File: src/rtl/traffic_sensor_frontend_if.sv
// Signal bundle between traffic_sensor_frontend (master) and traffic_light_fsm (slave).
// Defining TRAFFIC_SENSOR_STATS_EN adds the arrival totals and the green-conflict flag.
interface traffic_sensor_frontend_if #(
  parameter int QUEUE_W = 4
);
  logic               output_x;
  logic               output_y;
  logic               output_z;
  logic               input_a;
  logic               input_b;
  logic               urgent_a;
  logic               urgent_b;
  logic [QUEUE_W-1:0] queue_a;
  logic [QUEUE_W-1:0] queue_b;
`ifdef TRAFFIC_SENSOR_STATS_EN
  logic [15:0]        total_a;
  logic [15:0]        total_b;
  logic               conflict_err;
`endif

  modport master (
    input  output_x, output_y, output_z,
    output input_a, input_b, urgent_a, urgent_b, queue_a, queue_b
`ifdef TRAFFIC_SENSOR_STATS_EN
    , output total_a, total_b, conflict_err
`endif
  );

  modport slave (
    output output_x, output_y, output_z,
    input  input_a, input_b, urgent_a, urgent_b, queue_a, queue_b
`ifdef TRAFFIC_SENSOR_STATS_EN
    , input total_a, total_b, conflict_err
`endif
  );
endinterface

File: src/rtl/traffic_sensor_frontend.sv
// Two-lane loop-detector front end producing request/urgency inputs for traffic_light_fsm.
// Define TRAFFIC_SENSOR_STATS_EN for lifetime arrival totals and a sticky green-conflict flag.
module traffic_sensor_frontend #(
  parameter int DEBOUNCE_CYCLES = 4,
  parameter int QUEUE_W         = 4,
  parameter int MIN_QUEUE       = 1,
  parameter int DEPART_CYCLES   = 8,
  parameter int MAX_WAIT        = 64
) (
  input  logic                      clk,
  input  logic                      rstb,
  input  logic                      det_a_raw,
  input  logic                      det_b_raw,
  traffic_sensor_frontend_if.master sensor
);
  localparam int DB_W = $clog2(DEBOUNCE_CYCLES + 1);
  localparam int DT_W = (DEPART_CYCLES > 1) ? $clog2(DEPART_CYCLES) : 1;
  localparam int WT_W = $clog2(MAX_WAIT + 1);
  localparam logic [QUEUE_W-1:0] Q_FULL  = '1;
  localparam logic [QUEUE_W-1:0] Q_MIN   = QUEUE_W'(MIN_QUEUE);
  localparam logic [DB_W-1:0]    DB_LAST = DB_W'(DEBOUNCE_CYCLES - 1);
  localparam logic [DT_W-1:0]    DT_LAST = DT_W'(DEPART_CYCLES - 1);
  localparam logic [WT_W-1:0]    WT_MAX  = WT_W'(MAX_WAIT);

  typedef enum logic [1:0] {IDLE, WAITING, SERVING} lane_state_t;

  for (genvar i = 0; i < 2; i++) begin : g_lane
    logic               det_raw;
    logic               green;
    logic [1:0]         sync;
    logic               filt;
    logic               filt_d;
    logic [DB_W-1:0]    db_cnt;
    logic [DT_W-1:0]    dep_tmr;
    logic [QUEUE_W-1:0] queue;
    logic [QUEUE_W-1:0] queue_next;
    logic [WT_W-1:0]    wait_cnt;
    logic [WT_W-1:0]    wait_next;
    lane_state_t        state;
    lane_state_t        state_next;
    logic               urgent;
    logic               urgent_next;
    logic               req;
    logic               req_next;
    logic               arrive;
    logic               depart;

    assign det_raw = (i == 0) ? det_a_raw : det_b_raw;
    assign green   = (i == 0) ? sensor.output_x : sensor.output_y;
    assign arrive  = filt & ~filt_d;
    assign depart  = green & ~sensor.output_z & (dep_tmr == DT_LAST);

    // Filtered level only follows the synchronised input after DEBOUNCE_CYCLES straight disagreements.
    always_ff @(posedge clk or negedge rstb) begin
      if (!rstb) begin
        sync   <= '0;
        filt   <= 1'b0;
        filt_d <= 1'b0;
        db_cnt <= '0;
      end else begin
        sync   <= {sync[0], det_raw};
        filt_d <= filt;
        if (sync[1] == filt) begin
          db_cnt <= '0;
        end else if (db_cnt == DB_LAST) begin
          filt   <= sync[1];
          db_cnt <= '0;
        end else begin
          db_cnt <= db_cnt + DB_W'(1);
        end
      end
    end

    // A simultaneous arrival and departure cancel out, even at the saturation limits.
    always_comb begin
      queue_next = queue;
      if (arrive && !depart) begin
        if (queue != Q_FULL) queue_next = queue + QUEUE_W'(1);
      end else if (depart && !arrive) begin
        if (queue != '0) queue_next = queue - QUEUE_W'(1);
      end
    end

    always_comb begin
      state_next  = state;
      wait_next   = wait_cnt;
      urgent_next = urgent;
      unique case (state)
        IDLE:    if (queue != '0) state_next = WAITING;
        WAITING: begin
          if (queue == '0)  state_next = IDLE;
          else if (green)   state_next = SERVING;
          if (wait_cnt != WT_MAX) wait_next = wait_cnt + WT_W'(1);
        end
        SERVING: if (!green) state_next = (queue != '0) ? WAITING : IDLE;
        default: state_next = IDLE;
      endcase
      if (state_next != WAITING) begin
        wait_next   = '0;
        urgent_next = 1'b0;
      end else if (wait_next == WT_MAX) begin
        urgent_next = 1'b1;
      end
      req_next = ((queue >= Q_MIN) || urgent) && !((state == SERVING) && (queue == '0));
    end

    // Departure timer holds through amber and restarts whenever the green drops.
    always_ff @(posedge clk or negedge rstb) begin
      if (!rstb) begin
        dep_tmr  <= '0;
        queue    <= '0;
        state    <= IDLE;
        wait_cnt <= '0;
        urgent   <= 1'b0;
        req      <= 1'b0;
      end else begin
        if (!green)                    dep_tmr <= '0;
        else if (!sensor.output_z)     dep_tmr <= depart ? '0 : dep_tmr + DT_W'(1);
        queue    <= queue_next;
        state    <= state_next;
        wait_cnt <= wait_next;
        urgent   <= urgent_next;
        req      <= req_next;
      end
    end

`ifdef TRAFFIC_SENSOR_STATS_EN
    logic [15:0] total;

    always_ff @(posedge clk or negedge rstb) begin
      if (!rstb)       total <= '0;
      else if (arrive) total <= total + 16'd1;
    end
`endif
  end

  assign sensor.input_a  = g_lane[0].req;
  assign sensor.input_b  = g_lane[1].req;
  assign sensor.urgent_a = g_lane[0].urgent;
  assign sensor.urgent_b = g_lane[1].urgent;
  assign sensor.queue_a  = g_lane[0].queue;
  assign sensor.queue_b  = g_lane[1].queue;

`ifdef TRAFFIC_SENSOR_STATS_EN
  logic conflict_q;

  always_ff @(posedge clk or negedge rstb) begin
    if (!rstb)                                   conflict_q <= 1'b0;
    else if (sensor.output_x && sensor.output_y) conflict_q <= 1'b1;
  end

  assign sensor.conflict_err = conflict_q;
  assign sensor.total_a      = g_lane[0].total;
  assign sensor.total_b      = g_lane[1].total;
`endif
endmodule
File: src/flat_wrapper.sv
// flat-port wrapper written by rule: the top's interface ports become plain ports
module traffic_sensor_frontend_flat 
#(
  parameter int DEBOUNCE_CYCLES = 4,
  parameter int QUEUE_W         = 4,
  parameter int MIN_QUEUE       = 1,
  parameter int DEPART_CYCLES   = 8,
  parameter int MAX_WAIT        = 64
)
  (clk, rstb, det_a_raw, det_b_raw, sensor_output_x, sensor_output_y, sensor_output_z, sensor_input_a, sensor_input_b, sensor_urgent_a, sensor_urgent_b, sensor_queue_a, sensor_queue_b);
  traffic_sensor_frontend_if #(.QUEUE_W(QUEUE_W)) sensor_i ();
  input  logic clk;
  input  logic rstb;
  input  logic det_a_raw;
  input  logic det_b_raw;
  input wire logic [$bits(sensor_i.output_x)-1:0] sensor_output_x;
  input wire logic [$bits(sensor_i.output_y)-1:0] sensor_output_y;
  input wire logic [$bits(sensor_i.output_z)-1:0] sensor_output_z;
  output wire logic [$bits(sensor_i.input_a)-1:0] sensor_input_a;
  output wire logic [$bits(sensor_i.input_b)-1:0] sensor_input_b;
  output wire logic [$bits(sensor_i.urgent_a)-1:0] sensor_urgent_a;
  output wire logic [$bits(sensor_i.urgent_b)-1:0] sensor_urgent_b;
  output wire logic [$bits(sensor_i.queue_a)-1:0] sensor_queue_a;
  output wire logic [$bits(sensor_i.queue_b)-1:0] sensor_queue_b;
  assign sensor_i.output_x = sensor_output_x;
  assign sensor_i.output_y = sensor_output_y;
  assign sensor_i.output_z = sensor_output_z;
  assign sensor_input_a = sensor_i.input_a;
  assign sensor_input_b = sensor_i.input_b;
  assign sensor_urgent_a = sensor_i.urgent_a;
  assign sensor_urgent_b = sensor_i.urgent_b;
  assign sensor_queue_a = sensor_i.queue_a;
  assign sensor_queue_b = sensor_i.queue_b;
  traffic_sensor_frontend #(.DEBOUNCE_CYCLES(DEBOUNCE_CYCLES), .QUEUE_W(QUEUE_W), .MIN_QUEUE(MIN_QUEUE), .DEPART_CYCLES(DEPART_CYCLES), .MAX_WAIT(MAX_WAIT)) u_core (.clk(clk), .rstb(rstb), .det_a_raw(det_a_raw), .det_b_raw(det_b_raw), .sensor(sensor_i));
endmodule
File: config.mk
export PLATFORM = sky130hd
export DESIGN_NAME = traffic_sensor_frontend_flat
export DESIGN_NICKNAME = d
export VERILOG_FILES = /design/src/rtl/traffic_sensor_frontend_if.sv /design/src/rtl/traffic_sensor_frontend.sv /design/src/flat_wrapper.sv
export SDC_FILE = /design/constraint.sdc
export NUM_CORES = 1
export LEC_CHECK = 0
export CORE_ASPECT_RATIO = 0.7
export CORE_MARGIN = 1
export CORE_UTILIZATION = 30
export DETAILED_ROUTE_END_ITERATION = 16
export DONT_BUFFER_PORTS = 1
export MAX_ROUTING_LAYER = met4
export PLACE_DENSITY = 0.55
export SYNTH_ARGS = -nofsm -noshare
export SYNTH_HDL_FRONTEND = slang
export SYNTH_SLANG_ARGS = --single-unit
File: constraint.sdc
create_clock -name clk -period 1.95 [get_ports clk]
set_clock_uncertainty 0.1 [all_clocks]
set_input_delay 0.39 -clock clk [delete_from_list [all_inputs] [get_ports clk]]
set_output_delay 0.39 -clock clk [all_outputs]
set_load 0.02 [all_outputs]
==> results of run 1 <==
-- logic make-up (layout without fill, tap and decap cells) --
| family | after synthesis | after routing | synth area share |
|---|---|---|---|
| AOI/OAI and AO/OA | 43 | 43 | 0.106 |
| xor gates and xnor gates | 21 | 21 | 0.0692 |
| adders and majority gates | 16 | 16 | 0.0753 |
| buffers and inverters | 19 | 48 | 0.0329 |
| DFF | 50 | 50 | 0.471 |
| muxes | 7 | 7 | 0.0287 |
| and+or+nand+nor | 102 | 102 | 0.217 |
-- metal layers --
metal	vias up	GRT usage	part of all wire
met1	943	0.175	0.48
met5	-	-	0
met4	0	0.0584	0.018
met2	40	0.177	0.45
met3	6	0.0351	0.052
li1	958	-	-
-- worst register-to-register path, delay by kind of cell (launching register included) --
family / cells / cell delay (ps)
AND/OR/NAND/NOR: 2 / 450
AO/OA/AOI/OAI: 2 / 270
adder cells (fa/ha/maj): 1 / 170
buffers and inverters: 1 / 80
multiplexers: 1 / 320
flip-flops: 1 / 370
-- where the power goes --
part / internal, mW / switching, mW / leakage, nW
logic: 0.826 / 1.02 / 0.642
clock network: 0.600 / 0.375 / 0.0836
registers: 1.31 / 0.284 / 0.638
total: 2.74 / 1.68 / 1.36
-- per-stage QoR --
stage | setup TNS [ps] | hold WS (ps)
after global routing | -17.5 | 11.4
after detailed placement | 0 | -4.22
after global placement | 0 | -4.35
final | 0 | 26.2
after CTS | 0 | 8.70
after floorplan | 0 | -5.59
-- final cells by class --
type | instances | area, um^2
Fill cell | 862 | 5300
Multi-Input combinational cell | 189 | 1370
Sequential cell | 50 | 1250
Timing Repair Buffer | 27 | 228
Tap cell | 120 | 150
Clock buffer | 5 | 125
Inverter | 13 | 48.8
Clock inverter | 3 | 40.0
-- what timing repair did --
action,4_1_cts,5_1_grt
resized for setup,0,11
buffers inserted,0,7
setup endpoints to repair,0,6
endpoints found under the hold margin,50,1
hold buffers,2,1
-- state kept, by name, summed over array words and instances, names as in the netlist --
name / flops
u_core.g_lane.filt_d: 2
u_core.sensor.queue_b: 4
u_core.g_lane.dep_tmr: 6
u_core.sensor.input_b: 1
u_core.sensor.input_a: 1
u_core.sensor.urgent_a: 1
u_core.g_lane.wait_cnt: 14
u_core.g_lane.sync: 4
u_core.g_lane.filt: 2
u_core.g_lane.state: 4
u_core.g_lane.db_cnt: 6
u_core.sensor.urgent_b: 1
u_core.sensor.queue_a: 4
-- cell usage in the layout (no fill, tap or decap), drive strengths merged, types with 9 or more instances in the layout --
cell type  netlist  final
buf              4     25
ha              16     16
o21ai           12     12
nand3            9      9
a21oi           13     13
nand2           15     15
inv             13     13
nor2            24     24
nor2b           10     10
xnor2           17     17
dfrtp           50     50
-- worst max-delay path by stage --
stage	slack, ps	depth (start not counted)	start	to
floorplan	110	6	u_core.sensor.queue_b[0]	u_core.sensor.queue_b[3]
CTS	90	6	u_core.g_lane[1].dep_tmr[0]	u_core.sensor.queue_b[3]
detailed placement	110	7	u_core.g_lane[1].wait_cnt[0]	u_core.sensor.urgent_b
finish	80	7	u_core.g_lane[1].wait_cnt[0]	u_core.sensor.urgent_b
global placement	130	7	u_core.g_lane[0].dep_tmr[0]	u_core.sensor.queue_a[2]
global route	-20	7	u_core.g_lane[1].dep_tmr[0]	u_core.sensor.queue_b[3]
==> metrics, run 1 <==
Final Cycle Share 0.960; Clock Tree Buf Depth 2; via count 1,947; Pre-Repair DR Iteration Count 4; detailed placement HPWL approximately 3600 um; Final Max Slew Viols 0; critical path capture point type flip-flop; worst-path fanout max 2; ys async rst share 1.00; Initial Util 0.312; Setup CP Type flip-flop to flip-flop; final hold viol count 0; Worst-path clk slew ~70 ps; Least-Margin Pin Slew 416 ps; MaxCap Viol Count 0; Peak VDD IR between 0.8 and 0.9 mV; Worst-Skew Late Latency between 200 and 300 ps; Die Footprint between 9000 and 10,000 um^2; ant diodes 0; most common cell in the synthesized netlist dfrtp_1; reg2reg end u_core.sensor.urgent_b; Post-Layout Cell Count 407; # DRC 0; Critical Path RT just over 2000 ps; Reg2Reg Depth 7; dpl cells a little under 400; area delta synth->final 20.7%; CTS Buf Count 5; buffer and inverter count on the worst path 1; Post-Syn Area 2660 um^2; critical path launch point type flip-flop; hold depth 0; CTS tree built; vias in the first global route approximately 1,800; Overflow after GRT 0; Detail Route Antenna Nets 0; worst hold endpoint u_core.g_lane[0].sync[0]; placer congestion estimate between 0.8 and 0.9; Worst Hold Class input port to flip-flop; number of vias per cell 4.78; net count after synthesis approximately 280; syn_area_per_cell slightly above 10 um^2; first-pass GRT wire length just under 9000 um; largest net degree at the start of global routing just over 50; post-synthesis cell type count 49; initial antenna violation count 0; routed wire length 5210 um; outcome finished, final reports clean; share of post-route cells with drive strength above 1 0.178; Cells after Synth 258; top_reg_cell synth dfrtp_1; Max Clock Freq 534 MHz; worst reg2reg path startpoint u_core.g_lane[1].wait_cnt[0]; reg-to-reg slack, setup 80 ps; cell taking the most area after synthesis dfrtp_1; final worst slack a little under 80 ps; Slew headroom 0.722; root buf cell clkbuf_16; routed len/inst around 13 um; total number of H-tree levels 2; CP cell instances inv_1 > ha_1 > nand4bb_1 > nor3_4 > mux2_4 > o22ai_2 > o2bb2ai_1; dpl cell area 2900 um^2; Max stage delay on crit path approximately 370 ps; Seq/Total Area, Yosys 0.471; post-route minimum period around 1900 ps; num rows 28; Worst Hold Launch det_a_raw; commonest cells in the netlist 50 x dfrtp_1, 23 x nor2_1, 17 x xnor2_1, 16 x ha_1, 15 x nand2_1; top-area cell type share of the netlist area 0.471; worst slack at placement about 110 ps; power per cell area about 1400 nW/um^2; arrival time worst endpoint between 1500 and 2000 ps; CTS Sinks 50; core area around 8500 um^2; Synth Register Bits 50; fin nets a little over 300; Die Wd 115 um; final core utilization 0.377; Synth area leaders dfrtp_1 47%, ha_1 7.5%, xnor2_1 5.6%; GRT Util Overall 0.129; cell leakage power ~1.4 nW; Synth warnings 0; 1st-iter DRT viols 100; Setup violations, final 0; total design power 4.41 mW; Die Y between 80 and 90 um; IO Count 19; fin area about 3200 um^2; CP delay by family, top simple AND/OR/NAND/NOR gates; slowest cell on the critical path dfrtp_1; input/output buffers 0; EDFF count, synth 0
(Power assumes the default switching activity.)
==> run 2, diff against run 1 <==
--- a/config.mk
+++ b/config.mk
@@ -5,7 +5,6 @@
 export SDC_FILE = /design/constraint.sdc
 export NUM_CORES = 1
 export LEC_CHECK = 0
-export CORE_ASPECT_RATIO = 0.7
 export CORE_MARGIN = 1
 export CORE_UTILIZATION = 30
 export DETAILED_ROUTE_END_ITERATION = 16
==> metrics, run 2 (synthesis gave the netlist of run 1 again) <==
CTS Buf Count 5 (unchanged); CP cell instances inv_1 > ha_2 > nand4bb_4 > nor3_4 > mux2_4 > o22ai_2 > o2bb2ai_1; # DRC 0 (unchanged); Setup violations, final 0 (unchanged); Initial Util 0.317 (+0.00490); core area 8380 um^2 (-1.5%); final hold viol count 0 (unchanged); post-route minimum period 1920 ps (+50.6 ps); Peak VDD IR 0.579 mV (-28%); critical path launch point type flip-flop; number of vias per cell 4.86 (+1.7%); routed wire length 5070 um (-2.7%); num rows 33 (+18%); first-pass GRT wire length 8230 um (-6.3%); Max Clock Freq 520 MHz (-2.6%); routed len/inst 13.1 um (+2.1%); slowest cell on the critical path dfrtp_1; Die Footprint 9240 um^2 (about the same); RSZ-0062 raised after global routing yes; Worst-Skew Late Latency 300 ps (about the same); Die Wd 96.1 um (-16%); total number of H-tree levels 2 (unchanged); outcome finished, final reports clean; Max stage delay on crit path 390 ps (+20 ps); IO Count 19 (unchanged); Setup CP Type flip-flop to flip-flop; hold_ws 116 ps (+89.7 ps); Pre-Repair DR Iteration Count 4 (unchanged); root buf cell clkbuf_8; Reg2Reg Depth 7 (unchanged); via count 1,887 (-3.1%); Least-Margin Pin Slew 427 ps (+10.2 ps); vias in the first global route 1,805 (+1.2%); critical path capture point type flip-flop; most frequent cells in the layout 50 x dfrtp_1, 23 x nor2_1, 19 x buf_4; hold depth 1 (+1); CTS tree built; Worst-path clk slew 90 ps (+20 ps); GRT Util Overall 0.118 (-0.0102); area delta synth->final 16.2%; Final Cycle Share 0.986 (+0.0259); CTS Sinks 50 (unchanged); fin area 3090 um^2 (-3.7%); ant diodes 0 (unchanged); dpl cell area 2870 um^2 (-0.91%); Overflow after GRT 0 (unchanged); Slew headroom 0.714 (-0.00851); Final Max Slew Viols 0 (unchanged); Largest register FFs 14 (unchanged); top flop regs u_core.g_lane.wait_cnt x14, u_core.g_lane.db_cnt x6, u_core.g_lane.dep_tmr x6; Detail Route Antenna Nets 0 (unchanged); commonest non-fill, non-tap cell in the layout dfrtp_1; Filler Cells Inserted 852 (-1.2%); total design power 4.07 mW (-7.8%); cell leakage power 1.30 nW (-4.3%); initial antenna violation count 0 (unchanged); Die Y 96.1 um (+19%); Worst Hold Class input port to flip-flop; 1st-iter DRT viols 76 (-24%); Most flops, register u_core.g_lane.wait_cnt; power per cell area 1320 nW/um^2 (-4.2%); placer congestion estimate 0.855 (-2.8%); worst-path fanout max 3 (+1); detailed placement HPWL 3460 um (-3.5%); share of post-route cells with drive strength above 1 0.152 (-0.0258); largest net degree at the start of global routing 51 (unchanged); MaxCap Viol Count 0 (unchanged); Clock Tree Buf Depth 2 (unchanged); arrival time worst endpoint 2000 ps (+50 ps); input/output buffers 0 (unchanged); Critical Path RT 2030 ps (about the same); fin nets 305 (-1.3%)
## run 2: cell count changes in the layout (fill, tap and decap cells not counted), sizes merged
cell | before | now
buf | 25 | 20
clkbuf | 5 | 7
bufinv | 1 | 0
clkinv | 2 | 1
dlygate4sd3 | 2 | 3
## run 2: cell type report
cell class | instances | area, um^2 | share of cell area
tap | 105 | 131 | 0.0425
sequential | 50 | 1250 | 0.405
timing repair buffer | 23 | 200 | 0.0648
inverter | 13 | 48.8 | 0.0158
multi-input combinational | 189 | 1370 | 0.442
clock buffer | 7 | 86.3 | 0.0279
clock inverter | 1 | 5.00 | 0.00162
## run 2: metrics by stage
| step | utilization | setup slack [ps] | setup TNS (ps) | std cells |
|---|---|---|---|---|
| after detailed placement | 0.343 | 125 | 0 | 373 |
| after floorplan | - | 107 | 0 | 258 |
| after global placement | 0.343 | 150 | 0 | 373 |
| after CTS | 0.358 | 93.8 | 0 | 383 |
| after global routing | 0.369 | -57.0 | -135 | 388 |
| final | 0.369 | 28.0 | 0 | 388 |
## run 2: power by group
part,internal (mW),switching [mW]
Clock,0.287,0.339
Combinational,0.829,1.07
Sequential,1.31,0.237
## run 2: what timing repair did
| action | in CTS | in global routing |
|---|---|---|
| hold buffers | 2 | 2 |
| setup endpoints to repair | 0 | 4 |
| endpoints found under the hold margin | 50 | 2 |
| buffers inserted | 0 | 3 |
| gates resized for setup | 0 | 8 |
## run 2: per-layer routing
| metal | routed length [um] | vias to the layer above | GRT usage |
|---|---|---|---|
| li1 | - | 949 | - |
| met1 | 2520 | 908 | 0.152 |
| met2 | 2300 | 28 | 0.184 |
| met3 | 219 | 2 | 0.0300 |
| met4 | 29 | 0 | 0.0336 |
| met5 | 0 | - | - |
## run 2: worst max-delay path: cells and delay by family (launching register included)
kind,cells,cell delay [ps]
AND/OR/NAND/NOR,2,380
multiplexers,1,340
adder cells (fa/ha/maj),1,220
flip-flops,1,390
buffers and inverters,1,90
AO/OA/AOI/OAI,2,310
## run 2: worst paths after layout
kind                                               from                           to  slack, ps
hold reg to reg                u_core.g_lane[0].sync[0]     u_core.g_lane[0].sync[1]        250
setup / recovery           u_core.g_lane[1].wait_cnt[0]       u_core.sensor.urgent_b         30
hold / removal                          sensor_output_x  u_core.g_lane[0].dep_tmr[0]        120
min in group asynchronous                          rstb     u_core.sensor.queue_a[3]        500
setup reg to reg           u_core.g_lane[1].wait_cnt[0]       u_core.sensor.urgent_b         30
max in group asynchronous                          rstb   u_core.g_lane[1].db_cnt[2]       1030
